[config.mk]
export PLATFORM = sky130hd
export DESIGN_NAME = ccff_chain_loader_flat
export DESIGN_NICKNAME = d
export VERILOG_FILES = /design/src/rtl/ccff_cfg_pkg.sv /design/src/rtl/ccff_chain_loader_if.sv /design/src/rtl/ccff_serializer.sv /design/src/rtl/ccff_chain_loader.sv /design/src/flat_wrapper.sv
export SDC_FILE = /design/constraint.sdc
export NUM_CORES = 1
export LEC_CHECK = 0
export BUFFER_PORTS_ARGS = -buffer_cell sky130_fd_sc_hd__buf_2
export CAP_MARGIN = 20
export CORE_UTILIZATION = 30
export DETAILED_ROUTE_END_ITERATION = 8
export MAX_ROUTING_LAYER = met4
export PLACE_DENSITY = 0.45
export SYNTH_ARGS = -nofsm -noshare
export SYNTH_HDL_FRONTEND = slang
export SYNTH_SLANG_ARGS = --single-unit
[constraint.sdc]
create_clock -name prog_clk -period 2.1 [get_ports prog_clk]
set_clock_uncertainty 0.05 [all_clocks]
set_input_delay 0.21 -clock prog_clk [delete_from_list [all_inputs] [get_ports prog_clk]]
set_output_delay 0.21 -clock prog_clk [all_outputs]
set_load 0.05 [all_outputs]
[src/rtl/ccff_cfg_pkg.sv]
// Shared types and CRC helper for the configuration-chain loader.
// CRC-16-CCITT is processed one bit at a time, MSB-style feedback.
package ccff_cfg_pkg;

    typedef enum logic [2:0] {
        IDLE   = 3'd0,
        LOAD   = 3'd1,
        VERIFY = 3'd2,
        DONE   = 3'd3,
        ERROR  = 3'd4
    } state_e;

    localparam logic [15:0] CRC16_POLY = 16'h1021;
    localparam logic [15:0] CRC16_INIT = 16'hFFFF;

    function automatic logic [15:0] crc16_step(input logic [15:0] crc, input logic din);
        logic fb;
        fb = crc[15] ^ din;
        return {crc[14:0], 1'b0} ^ (fb ? CRC16_POLY : 16'h0000);
    endfunction

endpackage

[src/rtl/ccff_chain_loader_if.sv]
// Bitstream word stream into the chain loader.
// A word transfers on a prog_clk edge where s_valid & s_ready are both high;
// the source holds s_data stable while s_valid is high and s_ready is low.
interface ccff_chain_loader_if #(
    parameter int WORD_W = 8
);
    logic [WORD_W-1:0] s_data;
    logic              s_valid;
    logic              s_ready;

    modport master (output s_data, output s_valid, input s_ready);
    modport slave  (input s_data, input s_valid, output s_ready);
endinterface

[src/rtl/ccff_serializer.sv]
// Parallel-in/serial-out word register feeding the chain head, LSB first.
// Accepts the next word while the last bit of the current one is shifted out.
module ccff_serializer #(
    parameter int WORD_W = 8
) (
    input  logic              clk,
    input  logic              rst_n,
    input  logic              active,      // loader is in LOAD
    input  logic              last_shift,  // this shift, if any, fills the chain
    input  logic [WORD_W-1:0] s_data,
    input  logic              s_valid,
    output logic              s_ready,
    output logic              held,
    output logic              cur_bit
);
    localparam int IW = $clog2(WORD_W + 1);

    logic [WORD_W-1:0] sh_reg;
    logic [IW-1:0]     idx;
    logic              word_end;
    logic              take;

    assign word_end = held && (idx == IW'(WORD_W - 1));
    // No new word once the chain is full, even if a word boundary lines up with it.
    assign s_ready  = active && !(held && last_shift) && (!held || word_end);
    assign take     = s_valid && s_ready;
    assign cur_bit  = sh_reg[0];

    always_ff @(posedge clk or negedge rst_n) begin
        if (!rst_n) begin
            sh_reg <= '0;
            held   <= 1'b0;
            idx    <= '0;
        end else if (!active) begin
            held <= 1'b0;
            idx  <= '0;
        end else if (take) begin
            sh_reg <= s_data;
            held   <= 1'b1;
            idx    <= '0;
        end else if (held) begin
            if (word_end) begin
                held <= 1'b0;
            end else begin
                sh_reg <= sh_reg >> 1;
                idx    <= idx + 1'b1;
            end
        end
    end

endmodule

[src/rtl/ccff_chain_loader.sv]
// Loads a bitstream into the CCFF chain, optionally recirculates it once to
// compare a CRC of the tail bits against the loaded bits, then releases the fabric.
module ccff_chain_loader
    import ccff_cfg_pkg::*;
#(
    parameter int CHAIN_LEN = 128,
    parameter int WORD_W    = 8,
    parameter bit VERIFY_EN = 1'b1
) (
    input  logic                prog_clk,
    input  logic                prog_reset_n,
    input  logic                start,
    ccff_chain_loader_if.slave  s,
    output logic                ccff_head,
    input  logic                ccff_tail,
    output logic                chain_shift_en,
    output logic                busy,
    output logic                cfg_done,
    output logic                cfg_error,
    output state_e              state_dbg
);
    localparam int CW = $clog2(CHAIN_LEN + 1);

    state_e        state;
    logic          armed;
    logic [CW-1:0] bit_cnt;
    logic [CW-1:0] ver_cnt;
    logic [15:0]   crc_tx;
    logic [15:0]   crc_rx;
    logic [15:0]   crc_rx_next;
    logic          head_q;
    logic          held;
    logic          cur_bit;
    logic          last_shift;
    logic          load_shift;
    logic          start_ok;

    ccff_serializer #(.WORD_W(WORD_W)) u_ser (
        .clk        (prog_clk),
        .rst_n      (prog_reset_n),
        .active     (state == LOAD),
        .last_shift (last_shift),
        .s_data     (s.s_data),
        .s_valid    (s.s_valid),
        .s_ready    (s.s_ready),
        .held       (held),
        .cur_bit    (cur_bit)
    );

    assign last_shift     = (bit_cnt == CW'(CHAIN_LEN - 1));
    assign load_shift     = (state == LOAD) && held;
    // armed masks a start seen on the first edge after reset release.
    assign start_ok       = start && armed;
    assign crc_rx_next    = crc16_step(crc_rx, ccff_tail);
    assign chain_shift_en = load_shift || (state == VERIFY);
    assign state_dbg      = state;

    always_comb begin
        ccff_head = 1'b0;
        case (state)
            LOAD:    ccff_head = held ? cur_bit : head_q;
            VERIFY:  ccff_head = ccff_tail;
            default: ccff_head = 1'b0;
        endcase
    end

    always_ff @(posedge prog_clk or negedge prog_reset_n) begin
        if (!prog_reset_n) begin
            state     <= IDLE;
            armed     <= 1'b0;
            bit_cnt   <= '0;
            ver_cnt   <= '0;
            crc_tx    <= CRC16_INIT;
            crc_rx    <= CRC16_INIT;
            head_q    <= 1'b0;
            busy      <= 1'b0;
            cfg_done  <= 1'b0;
            cfg_error <= 1'b0;
        end else begin
            armed <= 1'b1;
            case (state)
                IDLE, DONE, ERROR: begin
                    if (start_ok) begin
                        state     <= LOAD;
                        busy      <= 1'b1;
                        cfg_done  <= 1'b0;
                        cfg_error <= 1'b0;
                        bit_cnt   <= '0;
                        ver_cnt   <= '0;
                        crc_tx    <= CRC16_INIT;
                        crc_rx    <= CRC16_INIT;
                        head_q    <= 1'b0;
                    end
                end
                LOAD: begin
                    if (held) begin
                        head_q  <= cur_bit;
                        bit_cnt <= bit_cnt + 1'b1;
                        crc_tx  <= crc16_step(crc_tx, cur_bit);
                        if (last_shift) begin
                            if (VERIFY_EN) begin
                                state <= VERIFY;
                            end else begin
                                state    <= DONE;
                                busy     <= 1'b0;
                                cfg_done <= 1'b1;
                            end
                        end
                    end
                end
                VERIFY: begin
                    crc_rx  <= crc_rx_next;
                    ver_cnt <= ver_cnt + 1'b1;
                    // The final tail bit is folded in before the compare.
                    if (ver_cnt == CW'(CHAIN_LEN - 1)) begin
                        busy <= 1'b0;
                        if (crc_rx_next == crc_tx) begin
                            state    <= DONE;
                            cfg_done <= 1'b1;
                        end else begin
                            state     <= ERROR;
                            cfg_error <= 1'b1;
                        end
                    end
                end
                default: state <= IDLE;
            endcase
        end
    end

endmodule
[src/flat_wrapper.sv]
// flat-port wrapper written by rule: the top's interface ports become plain ports
module ccff_chain_loader_flat import ccff_cfg_pkg::*;
#(
    parameter int CHAIN_LEN = 128,
    parameter int WORD_W    = 8,
    parameter bit VERIFY_EN = 1'b1
)
  (prog_clk, prog_reset_n, start, ccff_head, ccff_tail, chain_shift_en, busy, cfg_done, cfg_error, state_dbg, s_s_data, s_s_valid, s_s_ready);
  ccff_chain_loader_if #(.WORD_W(WORD_W)) s_i ();
  input  logic prog_clk;
  input  logic prog_reset_n;
  input  logic start;
  output logic ccff_head;
  input  logic ccff_tail;
  output logic chain_shift_en;
  output logic busy;
  output logic cfg_done;
  output logic cfg_error;
  output state_e state_dbg;
  input wire logic [$bits(s_i.s_data)-1:0] s_s_data;
  input wire logic [$bits(s_i.s_valid)-1:0] s_s_valid;
  output wire logic [$bits(s_i.s_ready)-1:0] s_s_ready;
  assign s_i.s_data = s_s_data;
  assign s_i.s_valid = s_s_valid;
  assign s_s_ready = s_i.s_ready;
  ccff_chain_loader #(.CHAIN_LEN(CHAIN_LEN), .WORD_W(WORD_W), .VERIFY_EN(VERIFY_EN)) u_core (.prog_clk(prog_clk), .prog_reset_n(prog_reset_n), .start(start), .s(s_i), .ccff_head(ccff_head), .ccff_tail(ccff_tail), .chain_shift_en(chain_shift_en), .busy(busy), .cfg_done(cfg_done), .cfg_error(cfg_error), .state_dbg(state_dbg));
endmodule
==> results_dict.tcl, run 1 <==
set metrics [dict create \
    status "completed" \
    clockRootBuffer "clkbuf_8" \
    p_per_area_mw_per_mm2 1170 \
    start_kind "flip-flop" \
    finalWorstSetupSlack_ns 0.0390 \
    min_from "s_s_data[0]" \
    final_nets 378 \
    ys_warn_count 0 \
    ys_top_cells_by_count "nand2_1 (50), dfrtp_1 (37), dfstp_2 (32), o21ai_0 (31), xor2_1 (23)" \
    finalWirelength_um 7440 \
    worstSetupPathType "flip-flop to output pin" \
    fin_tns_setup_ns 0 \
    seq_area_frac_synth_pct 53.0 \
    yosysUniqueCellTypes 51 \
    grt_overflow 0 \
    grt_pass1_wl_um 12700 \
    num_vias 2479 \
    via_per_inst 4.89 \
    reg2reg_setup_slack_ns 0.21 \
    core_area_sq_mm 0.0108 \
    setup_viol 0 \
    worstPathRequired_ns 1.84 \
    drc_errors 0 \
    worstSkewPairLatency_ns 0.35 \
    dr.pass1.iters 6 \
    crit_family "simple AND/OR/NAND/NOR gates" \
    rows 38 \
    htreeDepth 3 \
    rr_worst_depth 5 \
    crit_path_cell_trace "ha_4 -> nand2_1 -> or4_4 -> and3_1 -> buf_4" \
    min_delay_path_depth 3 \
    vdd_drop_max_uv 397 \
    drt_iter0_markers 164 \
    synth_edf_count 0 \
    place.gp.congestion 0.765 \
    max-clock-path-buffers 2 \
    grt_max_degree 25 \
    post-route-period-util_pct 98.1 \
    die_area_sq_mm 0.0115 \
    synth_area_sq_mm 0.00333 \
    netlist_instances 330 \
    place_ws_ns 0.0626 \
    whs_endpoint "u_core.u_ser.sh_reg[0]" \
    first_global_vias 2450 \
    drive_gt1_share_pct 28.1 \
    r2r-end "u_core.cfg_error" \
    dominantRegCellSynth "dfrtp_1" \
    yosys.area.top_type "dfrtp_1" \
    wire_per_inst_um 14.7 \
    finalHoldViolCount 0 \
    cpPeakStageDelay_ns 0.45 \
    final.min_clock_period_ns 2.06 \
    place_area_sq_mm 0.00363 \
    fmax_mhz 485 \
    antenna_found_initial 0 \
    routed.top_layer "met4" \
    synthArstFlopShare_pct 100 \
    yosys.cell_count.top_type "nand2_1" \
    holdWs_ns 0.0538 \
    hp-class "primary input to flip-flop" \
    cts_buffers 9 \
    grt_usage_pct 14.7 \
    area_growth_pct 16.5 \
    path_clk_slew_ns 0.07 \
    cts_tree "yes" \
    postSynthAreaPerCell_sq_um 10.1 \
    io_pins 22 \
    arrival_ns 1.80 \
    critPathMaxFanout 4 \
    start_util_pct 30.7 \
    wl_met1_um 3870 \
    die_y_um 107 \
    synth-seq-cells 69 \
    synth.top_cell.area_share_pct 27.8 \
    die_x_um 107 \
    power.leakage_nw 1.60 \
    cts.sink_count 69 \
    ant_nets 0 \
    rsz0062_at_grt "true" \
    cp_slowest_cell "or4_4" \
    slew_violations 0 \
    portBuffers 21 \
    synth_area_leaders "dfrtp_1 (28%), dfstp_2 (25%), xor2_1 (6.0%)" \
    r2r_start "u_core.crc_rx[15]" \
    wl_met3_um 185 \
    cap_viol_max_count 0 \
    diodes 0 \
    design_area_sq_mm 0.00388 \
    syn-num-nets 346 \
    path_buf_inv 1 \
    top_regs "u_core.crc_rx x16, u_core.crc_tx x16" \
    dr_wl_met2_um 3230 \
    worstSetupEndpointType "output pin" \
    hpwl_um 5150 \
]
[stage by stage]
step	utilization [%]	total power, mW	std cells
after CTS	35.5	4.57	507
after floorplan	-	3.11	330
final	35.8	4.56	507
after global placement	33.5	3.46	488
after global routing	35.8	4.89	507
after detailed placement	33.5	3.47	488
[kinds of logic (layout without fill, tap and decap cells)]
kind of cell / after synthesis / after routing / share of synthesized area, %
simple gates: 126 / 126 / 18.3
buf+inv: 18 / 55 / 2.85
mux: 2 / 2 / 0.601
other cells: 1 / 1 / 0.113
fa+ha+maj: 3 / 3 / 1.13
flops: 69 / 69 / 53.0
compound gates: 83 / 83 / 16.6
xor+xnor: 28 / 28 / 7.36
[per-layer routing]
metal,up-vias,track usage [%]
met5,-,-
met4,0,6.46
met3,11,2.36
met2,31,20.3
met1,1208,20.9
li1,1229,-
[tightest hold or removal path: stages]
cell	delay, ns
buf_2	0.08
o22ai_1	0.05
nor2_1	0.07
[cell type report]
cell class	instances	area (sq um)
Inverter	4	15.0
Fill cell	1112	6960
Multi-Input combinational cell	243	1500
Clock buffer	15	186
Clock inverter	1	5.00
Sequential cell	69	1770
Tap cell	140	175
Timing Repair Buffer	35	230
[layout by cell type, fill, tap and decap left out, drive strengths merged, types with 4 or more instances in the layout]
cell type and count:
nand2 51, nor3 5, xor2 23, o2111ai 4
and3 7, nor2 31, a21oi 8, dfrtp 37
clkbuf 16, nand4 5, inv 4, nand3 11
o22ai 7, o22a 17, o21ai 34, buf 33
dfstp 32, xnor2 5
[where the power goes]
group / switching (mW) / internal, mW
registers: 0.345 / 1.78
logic: 0.745 / 0.632
clock network: 0.492 / 0.558
total: 1.58 / 2.97
[what timing repair did]
| item | in CTS | in global routing |
|---|---|---|
| hold endpoints to repair | 4 | 0 |
| hold buffers | 1 | 0 |
| gates resized for setup | 2 | 7 |
| setup endpoints to repair | 1 | 6 |
| pin swaps | 0 | 1 |
| setup buffers | 2 | 0 |
[how the worst max path moves through the flow]
| stage | start | endpoint | slack (ns) | cells past startpoint |
|---|---|---|---|---|
| after CTS | u_core.bit_cnt[3] | s_s_ready | 0.002 | 4 |
| after detailed placement | u_core.crc_rx[15] | u_core.cfg_error | 0.06 | 5 |
| final | u_core.bit_cnt[1] | s_s_ready | 0.04 | 5 |
| after global placement | u_core.crc_rx[15] | u_core.cfg_error | 0.06 | 5 |
| after global routing | u_core.bit_cnt[1] | s_s_ready | -0.04 | 5 |
| after floorplan | u_core.state_dbg[0] | chain_shift_en | 0.02 | 5 |
Power figures use the tool's default switching activity.
==> inputs of run 2 (changes only) <==
--- a/config.mk
+++ b/config.mk
@@ -10,7 +10,8 @@
 export CORE_UTILIZATION = 30
 export DETAILED_ROUTE_END_ITERATION = 8
 export MAX_ROUTING_LAYER = met4
-export PLACE_DENSITY = 0.45
+export PLACE_DENSITY_LB_ADDON = 0.08
+export SLEW_MARGIN = 25
 export SYNTH_ARGS = -nofsm -noshare
 export SYNTH_HDL_FRONTEND = slang
 export SYNTH_SLANG_ARGS = --single-unit
==> run 2 against run 1 <==
  * Sequential power hardly changed
  * Via count is 0.40% lower
  * Utilization is 0.24 points higher
  * Total power is 0.82% higher
  * Critical path depth stayed put
  * Sequential share of layout area is 0.37 points lower
  * Combinational power is 4% higher
  * First-iteration DRC count is 45% lower
  * Maximum frequency is 2.1% higher
  * Die area stayed put
  * Design area is 0.68% higher
  * Largest cell class unchanged
==> results_dict.tcl, run 2 (synthesis results as in run 1) <==
set metrics [dict create \
    status "completed" \
    power.leakage_nw 1.63 \
    min_from "s_s_data[5]" \
    start_util_pct 30.7 \
    dr.pass1.iters 7 \
    place.gp.congestion 0.710 \
    vdd_drop_max_uv 451 \
    worstSkewPairLatency_ns 0.34 \
    setup_viol 0 \
    drc_errors 0 \
    grt_max_degree 32 \
    fillers 1106 \
    final.min_clock_period_ns 2.02 \
    antenna_found_initial 0 \
    die_y_um 107 \
    wire_per_inst_um 14.8 \
    layout_common_cells "nand2_1 (49), dfrtp_1 (36), dfstp_2 (32)" \
    p_per_area_mw_per_mm2 1180 \
    power_mw 4.59 \
    final_nets 384 \
    rows 38 \
    clockRootBuffer "clkbuf_8" \
    r2r_start "u_core.crc_rx[15]" \
    fin_util_pct 36.0 \
    whs_endpoint "u_core.u_ser.sh_reg[5]" \
    io_pins 22 \
    grt_overflow 0 \
    cap_viol_max_count 0 \
    die_x_um 107 \
    fmax_mhz 495 \
    area_growth_pct 17.3 \
    slew_violations 0 \
    rsz0062_at_grt "true" \
    critPathMaxFanout 3 \
    worstSetupEndpointType "output pin" \
    max-clock-path-buffers 2 \
    htreeDepth 3 \
    top_regs "u_core.crc_rx x16, u_core.crc_tx x16" \
    post-route-period-util_pct 96.2 \
    hpwl_um 5190 \
    first_global_vias 2438 \
    cts_tree "yes" \
    reg2reg_setup_slack_ns 0.35 \
    cts_buffers 9 \
    r2r-end "u_core.cfg_error" \
    ant_nets 0 \
    diodes 0 \
    via_per_inst 4.81 \
    drt_iter0_markers 91 \
    start_kind "flip-flop" \
    grt_usage_pct 14.9 \
    cts.sink_count 69 \
    hp-class "primary input to flip-flop" \
    drive_gt1_share_pct 28.7 \
    finalWirelength_um 7570 \
    worstSetupPathType "flip-flop to output pin" \
    min_delay_path_depth 3 \
    rr_worst_depth 5 \
    num_vias 2469 \
    portBuffers 21 \
    core_area_sq_mm 0.0108 \
    path_clk_slew_ns 0.07 \
    grt_pass1_wl_um 12700 \
    finalHoldViolCount 0 \
    worstPathRequired_ns 1.84 \
    die_area_sq_mm 0.0115 \
    final_common_cell "nand2_1" \
    arrival_ns 1.76 \
]
run 2: cell type report:
cell class	instances	area [sq um]	share of cell area (%)
sequential	69	1770	45.3
tap	140	175	4.48
clock buffer	16	190	4.87
inverter	4	15.0	0.384
timing repair buffer	41	277	7.08
multi-input combinational	243	1480	37.9
run 2: per-stage QoR:
stage	hold WS (ns)	instance area [sq um]	setup slack (ns)	TNS (ns)	cells
5_1_grt	0.0339	3910	-0.0147	-0.0245	513
3_5_place_dp	0.121	3640	0.212	0	489
4_1_cts	0.0355	3870	0.00962	0	510
6_report	0.0576	3910	0.0808	0	513
3_3_place_gp	0.124	3640	0.245	0	489
2_1_floorplan	-0.136	3330	0.0239	0	330
run 2: what timing repair did:
item	in CTS	in global routing
resized for setup	3	4
setup endpoints to repair	1	3
buffers inserted	4	3
pin swaps	1	0
hold buffers	1	0
endpoints found under the hold margin	7	0
run 2: metal layers:
| layer | up-vias | part of all wire, % | GRT usage, % |
|---|---|---|---|
| li1 | 1235 | - | - |
| met1 | 1200 | 51 | 19.6 |
| met2 | 27 | 45 | 21.9 |
| met3 | 7 | 3.1 | 4.06 |
| met4 | 0 | 1.0 | 5.58 |
| met5 | - | 0 | - |
run 2: critical path: stages (launching register included):
cell	delay, ns
dfrtp_1	0.37
ha_2	0.19
nand2_2	0.07
or4_4	0.44
and3_1	0.19
buf_6	0.15
run 2: power by group:
group / internal (mW) / switching, mW
Sequential: 1.78 / 0.336
Clock: 0.561 / 0.481
Combinational: 0.658 / 0.774
Total: 3.00 / 1.59
run 2: worst max-delay path by stage:
| stage | startpoint | to | slack, ns | cells after the start |
|---|---|---|---|---|
| 2_1_floorplan | u_core.state_dbg[0] | chain_shift_en | 0.02 | 5 |
| 3_3_place_gp | u_core.u_ser.idx[0] | u_core.u_ser.sh_reg[0] | 0.24 | 6 |
| 3_5_place_dp | u_core.u_ser.idx[0] | u_core.u_ser.sh_reg[6] | 0.21 | 6 |
| 4_1_cts | u_core.bit_cnt[1] | s_s_ready | 0.01 | 5 |
| 5_1_grt | u_core.state_dbg[2] | chain_shift_en | -0.01 | 5 |
| 6_report | u_core.bit_cnt[1] | s_s_ready | 0.08 | 5 |
==> inputs of run 3 (changes only) <==
--- a/config.mk
+++ b/config.mk
@@ -7,10 +7,10 @@
 export LEC_CHECK = 0
 export BUFFER_PORTS_ARGS = -buffer_cell sky130_fd_sc_hd__buf_2
 export CAP_MARGIN = 20
-export CORE_UTILIZATION = 30
+export CORE_UTILIZATION = 25
 export DETAILED_ROUTE_END_ITERATION = 8
 export MAX_ROUTING_LAYER = met4
-export PLACE_DENSITY_LB_ADDON = 0.08
+export PLACE_DENSITY = 0.51
 export SLEW_MARGIN = 25
 export SYNTH_ARGS = -nofsm -noshare
 export SYNTH_HDL_FRONTEND = slang
==> run 3 against run 2 <==
  * Worst setup slack worse by 0.033 ns
  * Highest routed layer unchanged
  * Critical endpoint unchanged
  * Total power is 8.4% higher
  * Hold slack better by 0.018 ns
  * Routed wire length is 0.99% lower
  * Utilization is 4.7 points lower
==> results_dict.tcl, run 3 (synthesis results as in run 1) <==
set metrics [dict create \
    cp_slowest_cell "or4_4" \
    worstSkewPairLatency_ns 0.33 \
    reg2reg_setup_slack_ns 0.20 \
    p_sw_mw 1.67 \
    cts_tree "yes" \
    start_kind "flip-flop" \
    grt_max_degree 28 \
    post-route-period-util_pct 97.7 \
    p_seq_share_pct 43.1 \
    area_growth_pct 20.5 \
    core_area_sq_mm 0.0128 \
    die_y_um 117 \
    finalWirelength_um 7500 \
    vdd_drop_max_uv 554 \
    slew_violations 0 \
    dr.pass1.iters 6 \
    layout_common_cells "nand2_1 (50), dfrtp_1 (35), dfstp_2 (32)" \
    final.min_clock_period_ns 2.05 \
    grt_overflow 0 \
    place_area_sq_mm 0.00367 \
    worstSetupPathType "flip-flop to output pin" \
    p_sw_share_pct 33.5 \
    crit_path_cell_trace "nand4_2 -> or4_4 -> and3_1 -> buf_4" \
    status "completed" \
    power.leakage_nw 1.64 \
    internal_power_mw 3.31 \
    path_clk_slew_ns 0.06 \
    max-clock-path-buffers 2 \
    io_pins 22 \
    cap_viol_max_count 0 \
    clockRootBuffer "clkbuf_16" \
    p_clk_share_pct 29.9 \
    drt_iter0_markers 154 \
    portBuffers 21 \
    fmax_mhz 487 \
    p_comb_share_pct 27.0 \
    worstSetupEndpointType "output pin" \
    diodes 0 \
    place.gp.congestion 0.781 \
    hp-class "primary input to flip-flop" \
    wl_met1_um 3550 \
    grt_usage_pct 11.9 \
    final_common_cell "nand2_1" \
    grt_pass1_wl_um 12800 \
    fillers 1319 \
    drive_gt1_share_pct 27.7 \
    critPathMaxFanout 3 \
    wire_per_inst_um 14.0 \
    rsz0062_at_grt "true" \
    first_global_vias 2481 \
    holdWs_ns 0.0758 \
    num_vias 2513 \
    htreeDepth 3 \
    p_per_area_mw_per_mm2 1240 \
    setup_viol 0 \
    cts_buffers 9 \
    relSlewSlack_pct 62.9 \
    die_x_um 117 \
    arrival_ns 1.79 \
    path_buf_inv 1 \
    drc_errors 0 \
    cts.sink_count 69 \
    design_area_sq_mm 0.00401 \
    dr_wl_met2_um 3710 \
    worstPathRequired_ns 1.84 \
    antenna_found_initial 0 \
    worst_pin_slew_ns 0.557 \
    final_nets 376 \
    via_per_inst 4.68 \
    cpPeakStageDelay_ns 0.53 \
    rows 41 \
    start_util_pct 26.0 \
    crit_family "simple AND/OR/NAND/NOR gates" \
    ant_nets 0 \
    finalHoldViolCount 0 \
    die_area_sq_mm 0.0138 \
    top_regs "u_core.crc_rx x16, u_core.crc_tx x16" \
    wl_met3_um 137 \
    hpwl_um 5200 \
    routed.top_layer "met4" \
]
## run 3: final timing paths
path / from / depth (start not counted) / to
max: u_core.bit_cnt[6] / 4 / s_s_ready
min: s_s_data[6] / 3 / u_core.u_ser.sh_reg[6]
max reg2reg: u_core.crc_rx[15] / 5 / u_core.cfg_error
min reg2reg: u_core.crc_rx[10] / 2 / u_core.crc_rx[11]
max in group asynchronous: prog_reset_n / 3 / u_core.crc_tx[9]
min in group asynchronous: prog_reset_n / 2 / u_core.ver_cnt[1]
## run 3: per-stage QoR
stage | instances | setup slack (ns) | utilization, % | total power [mW] | TNS (ns)
2_1_floorplan | 330 | 0.0239 | - | 3.11 | 0
3_3_place_gp | 519 | 0.258 | 28.7 | 3.43 | 0
3_5_place_dp | 519 | 0.192 | 28.7 | 3.47 | 0
4_1_cts | 537 | 0.0133 | 31.1 | 5.02 | 0
5_1_grt | 537 | -0.0223 | 31.3 | 5.31 | -0.0223
6_report | 537 | 0.0477 | 31.3 | 4.98 | 0
## run 3: worst register-to-register path, stage by stage (launching register included)
cell	delay, ns
dfstp_2	0.53
xor2_1	0.44
nand4_1	0.15
o41ai_1	0.09
nand4_1	0.29
a22o_1	0.26
## run 3: power by group through the flow
stage	combinational [mW]	sequential, mW	clock [mW]
floorplan	1.05	2.06	0
global placement	1.28	2.15	0
detailed placement	1.31	2.16	0
CTS	1.34	2.14	1.54
global route	1.52	2.20	1.58
finish	1.34	2.15	1.49
## run 3: routing by layer
layer / track usage (%) / up-vias
met5: - / -
met4: 4.38 / 0
met3: 2.24 / 7
met2: 19.0 / 24
met1: 15.0 / 1252
li1: - / 1230
## run 3: cell type report
| cell class | instances | area (sq um) | share of cell area [%] |
|---|---|---|---|
| sequential | 69 | 1770 | 44.1 |
| multi-input combinational | 243 | 1490 | 37.2 |
| tap | 172 | 215 | 5.36 |
| clock inverter | 6 | 63.8 | 1.59 |
| timing repair buffer | 33 | 228 | 5.67 |
| inverter | 4 | 15.0 | 0.374 |
| clock buffer | 10 | 229 | 5.70 |
## run 3: what timing repair did
action,in CTS,in global routing
endpoints found under the setup margin,1,3
setup buffers,1,0
hold buffers,1,0
gates resized for setup,3,6
hold endpoints to repair,18,0
